$ cat config.mk
export PLATFORM = sky130hd
export DESIGN_NAME = rb_window_ctrl
export DESIGN_NICKNAME = d
export VERILOG_FILES = /design/src/rtl/rb_window_ctrl.sv
export SDC_FILE = /design/constraint.sdc
export NUM_CORES = 1
export LEC_CHECK = 0
export ABC_AREA = 1
export CAP_MARGIN = 20
export CORE_MARGIN = 1.5
export CORE_UTILIZATION = 47
export DETAILED_ROUTE_END_ITERATION = 10
export PLACE_DENSITY_LB_ADDON = 0.2
export SETUP_SLACK_MARGIN = 0.4
export SLEW_MARGIN = 0
export SYNTH_ARGS = -nofsm -noshare
export SYNTH_HDL_FRONTEND = slang
export SYNTH_SLANG_ARGS = --single-unit
$ cat constraint.sdc
create_clock -name clk -period 1.66 [get_ports clk]
set_input_delay 0.332 -clock clk [delete_from_list [all_inputs] [get_ports clk]]
set_output_delay 0.332 -clock clk [all_outputs]
set_load 0.05 [all_outputs]
$ cat src/rtl/rb_window_ctrl.sv
// Purpose: sequences a KxK sliding window over an IMG_W x IMG_H raster fed column by column from row buffers.
// Latency: one cycle from accepting a pixel column to win_valid for the window that column completes.
// Backpressure: a held window (win_valid && !out_ready) drops pix_ready, freezing counters and window registers.
module rb_window_ctrl #(
    parameter int IMG_W = 8,
    parameter int IMG_H = 8,
    parameter int K     = 3
) (
    input  logic                       clk,
    input  logic                       rst_n,
    input  logic                       start,
    input  logic                       pix_valid,
    output logic                       pix_ready,
    output logic                       shift_en,
    output logic                       win_valid,
    input  logic                       out_ready,
    output logic [$clog2(IMG_W)-1:0]   col_cnt,
    output logic [$clog2(IMG_H)-1:0]   row_cnt,
    output logic                       busy,
    output logic                       done
);

    localparam int CW = $clog2(IMG_W);
    localparam int RW = $clog2(IMG_H);

    typedef enum logic [1:0] {
        IDLE  = 2'd0,
        RUN   = 2'd1,
        DRAIN = 2'd2,
        DONE  = 2'd3
    } state_t;

    state_t          state_q;
    state_t          state_d;
    logic [CW-1:0]   col_d;
    logic [RW-1:0]   row_d;
    logic            win_valid_d;

    logic            accept;
    logic            last_col;
    logic            last_pix;
    logic            in_win;

    // Handshake and position decode; a window is complete once the accepted
    // column sits at least K-1 pixels into both dimensions.
    always_comb begin
        pix_ready = (state_q == RUN) && (!win_valid || out_ready);
        accept    = pix_valid && pix_ready;
        shift_en  = accept;
        last_col  = (col_cnt == CW'(IMG_W - 1));
        last_pix  = last_col && (row_cnt == RW'(IMG_H - 1));
        in_win    = (col_cnt >= CW'(K - 1)) && (row_cnt >= RW'(K - 1));
        busy      = (state_q == RUN) || (state_q == DRAIN);
        done      = (state_q == DONE);
    end

    // Next-state, raster counters and window-valid tracking.
    always_comb begin
        state_d     = state_q;
        col_d       = col_cnt;
        row_d       = row_cnt;
        win_valid_d = win_valid;
        case (state_q)
            IDLE, DONE: begin
                if (start) begin
                    state_d     = RUN;
                    col_d       = '0;
                    row_d       = '0;
                    win_valid_d = 1'b0;
                end
            end
            RUN: begin
                if (accept) begin
                    // accept implies the previous window (if any) is consumed,
                    // so the new valid simply replaces it with no bubble
                    win_valid_d = in_win;
                    if (last_pix) begin
                        state_d = DRAIN;
                        col_d   = '0;
                        row_d   = '0;
                    end else if (last_col) begin
                        col_d = '0;
                        row_d = row_cnt + RW'(1);
                    end else begin
                        col_d = col_cnt + CW'(1);
                    end
                end else if (out_ready) begin
                    win_valid_d = 1'b0;
                end
            end
            DRAIN: begin
                // wait for the final window to be taken before signalling done
                if (!win_valid || out_ready) begin
                    state_d     = DONE;
                    win_valid_d = 1'b0;
                end
            end
            default: begin
                state_d = IDLE;
            end
        endcase
    end

    // State and counter registers; reset aborts any frame in flight.
    always_ff @(posedge clk or negedge rst_n) begin
        if (!rst_n) begin
            state_q   <= IDLE;
            col_cnt   <= '0;
            row_cnt   <= '0;
            win_valid <= 1'b0;
        end else begin
            state_q   <= state_d;
            col_cnt   <= col_d;
            row_cnt   <= row_d;
            win_valid <= win_valid_d;
        end
    end

endmodule

==> results.cfg <==
[synth]
ys.flop_type = dfrtp_1
synth_area_leaders = dfrtp_1, nand2_1, ha_1, inv_1, nand3_1
ys_seq_area_frac = 0.3468
synth.net_count = 103
ys_warn_count = 0
synth.avg_cell_area_sq_um = 7.296
post-synth-top-area-fraction = 0.3468
synth_common_cells = nand2_1, inv_1, dfrtp_1, ha_1, nand3_1
synth.distinct_cells = 16
yosysMostFrequentCell = nand2_1
synth-edff-count = 0
synth-seq-cells = 9
netlist_area_sq_um = 649.4
yosysTopAreaCell = dfrtp_1
synthArstFlopShare = 1.000
syn_inst = 89

[routing]
vias_per_cell = 5.250
route.met3.wl_um = 86
finalWirelength_um = 1966
wl_met1_um = 786
drc = 0
dr.pass1.iters = 4
antenna_left = 0
wl_met2_um = 1042
drtIter0Drc = 12
highest_layer = met4
wl_per_cell_um = 14.46
vias = 714

[clock_network]
cts_sinks = 9
clk_latency_ns = 0.26
cts.path.max_buffers = 2
cts_htree_levels = 1
cts_tree = built
cts-buffers-inserted = 3
clock-root-buffer = clkbuf_4
clk_pin_slew_ns = 0.07

[sta]
fin_skew_ns = 0.001964
slew_headroom = 0.6980
postLayoutSetupSlackWorst_ns = -0.02714
period_share = 1.016
worstMarginPinSlew_ns = 0.4515
clock.fmax_mhz = 592.7
finalSetupViolations = 1
final_hold_viol_count = 0
final.min_clock_period_ns = 1.687
slew_violations = 0
rsz0062_at_grt = true

[global_routing]
grt_pass1_vias = 622
grt_usage = 0.2592
grt_antenna_before_repair = 0
grt_max_degree = 10
grt_pass1_wl_um = 2704
overflow = 0

[placement]
dp.cells = 120
numPortBuffers = 15
dp_hpwl_um = 1210
place_congestion = 0.7525

[critical_path]
path_cells = buf_6 -> ha_4 -> clkinvlp_4 -> buf_12
crit_type = register to primary output
worst_setup_path_start_kind = register
critPathBufInv = 3
path_depth = 4
cp.arrival_ns = 1.36
slowest_stage = dfrtp_2
critical_path.endpoint_type = primary output
ff2ff_path_depth = 10
crit_required_ns = 1.33
slowest_delay_ns = 0.44
crit_family = flip-flops
worst-path-max-fanout = 3

[final_layout]
ff_latch_area_sq_um = 236.5
fin_cells = 136
area_growth_pct = 82.47
diodes = 0
num-fill-cells = 52
nets = 136
multiInputGateArea_sq_um = 519.2
fin_util = 0.9106
post_route_cells_drive_above_1_share = 0.5455

[floorplan]
io_pins = 16
die_area_sq_mm = 0.001614
chipHeight_um = 40.17
placementRows = 13
die-width_um = 40.17
core-area_sq_mm = 0.001301
initial_core_util = 0.4990

[min_path]
hold_class = input port to asynchronous set/reset pin

[status]
violations = setup timing
status = finished with violations

[flow_run]
cap_violations = 0
## registers in the layout, summed over array words and instances (netlist names)
name,flops
col_cnt,3
row_cnt,3
state_q,2
win_valid,1
## cells in the final DEF (no fill, tap or decap)
master           Yosys  layout
nor2_4               0       1
clkinv_2             0       1
nand3b_1             3       3
clkbuf_1             0       1
clkinvlp_4           0       2
inv_2                1       4
inv_1               12       5
nand2_2              2       7
a21oi_4              0       2
or2_2                1       1
ha_1                 9       4
nand3_1              7       7
nand2_8              0       1
nor3_1               1       1
buf_6                0       6
clkbuf_4             0       3
inv_4                0       2
clkdlybuf4s50_1      0       4
nor2_1               5       4
ha_4                 0       5
nand2_4              0       3
buf_4                0      12
nand3_4              0       1
o211ai_1             1       1
nand2_1             34      25
dfrtp_2              0       9
buf_12               0       6
## metrics by stage
stage / instance area [sq um] / TNS [ns] / setup slack [ns] / hold WS [ns]
6_report: 1185 / -0.02714 / -0.02714 / 0.3837
5_1_grt: 1185 / -0.2274 / -0.05623 / 0.4035
4_1_cts: 1077 / -0.001212 / -0.001212 / 0.3883
3_5_place_dp: 963.4 / 0 / 0.01205 / 0.5098
3_3_place_gp: 963.4 / 0 / 0.05587 / 0.4994
2_1_floorplan: 739.5 / 0 / 0.2422 / 0.03641
## timing repair
item | CTS | global route
gates resized for setup | 15 | 15
pin swaps | 5 | 5
buffers inserted | 5 | 7
endpoints found under the setup margin | 13 | 16
hold buffers | 0 | 0
cloned | 0 | 0
## final cells by class
cell class	count	share of cell area
inverter	14	0.05597
multi-input combinational	66	0.4382
tap	15	0.01584
clock buffer	4	0.02218
sequential	9	0.1996
timing repair buffer	28	0.2682
## metal layers
layer  vias to the layer above  GRT usage
li1                        341          -
met1                       344     0.3007
met2                        23     0.4516
met3                         6    0.05556
met4                         0     0.1167
met5                         -          0
## worst reg2reg max path, delay by kind of cell, from the launching register on
kind	cells	cell delay (ns)
AO/OA/AOI/OAI	1	0.16
flip-flops	1	0.44
AND/OR/NAND/NOR	4	0.29
adder cells (fa/ha/maj)	1	0.24
buffers and inverters	4	0.43
## worst paths after layout
kind	start	end	slack, ns
worst max register to register	state_q[1]	row_cnt[0]	0
worst min-delay path	rst_n	col_cnt[2]	0.38
max in group asynchronous	rst_n	row_cnt[0]	0.94
worst min register to register	row_cnt[0]	row_cnt[0]	0.53
worst max-delay path	state_q[1]	busy	-0.03
min in group clk	row_cnt[0]	row_cnt[0]	0.53
## cell families after synthesis
logic type / Yosys count / share of synthesized area
AND/OR/NAND/NOR: 54 / 0.3661
buffers and inverters: 14 / 0.08091
adder cells (fa/ha/maj): 9 / 0.1734
flip-flops: 9 / 0.3468
AO/OA/AOI/OAI: 3 / 0.03275
Power is not shown: default switching activity piles up to over one toggle a cycle in this logic, so the estimate is an artifact.
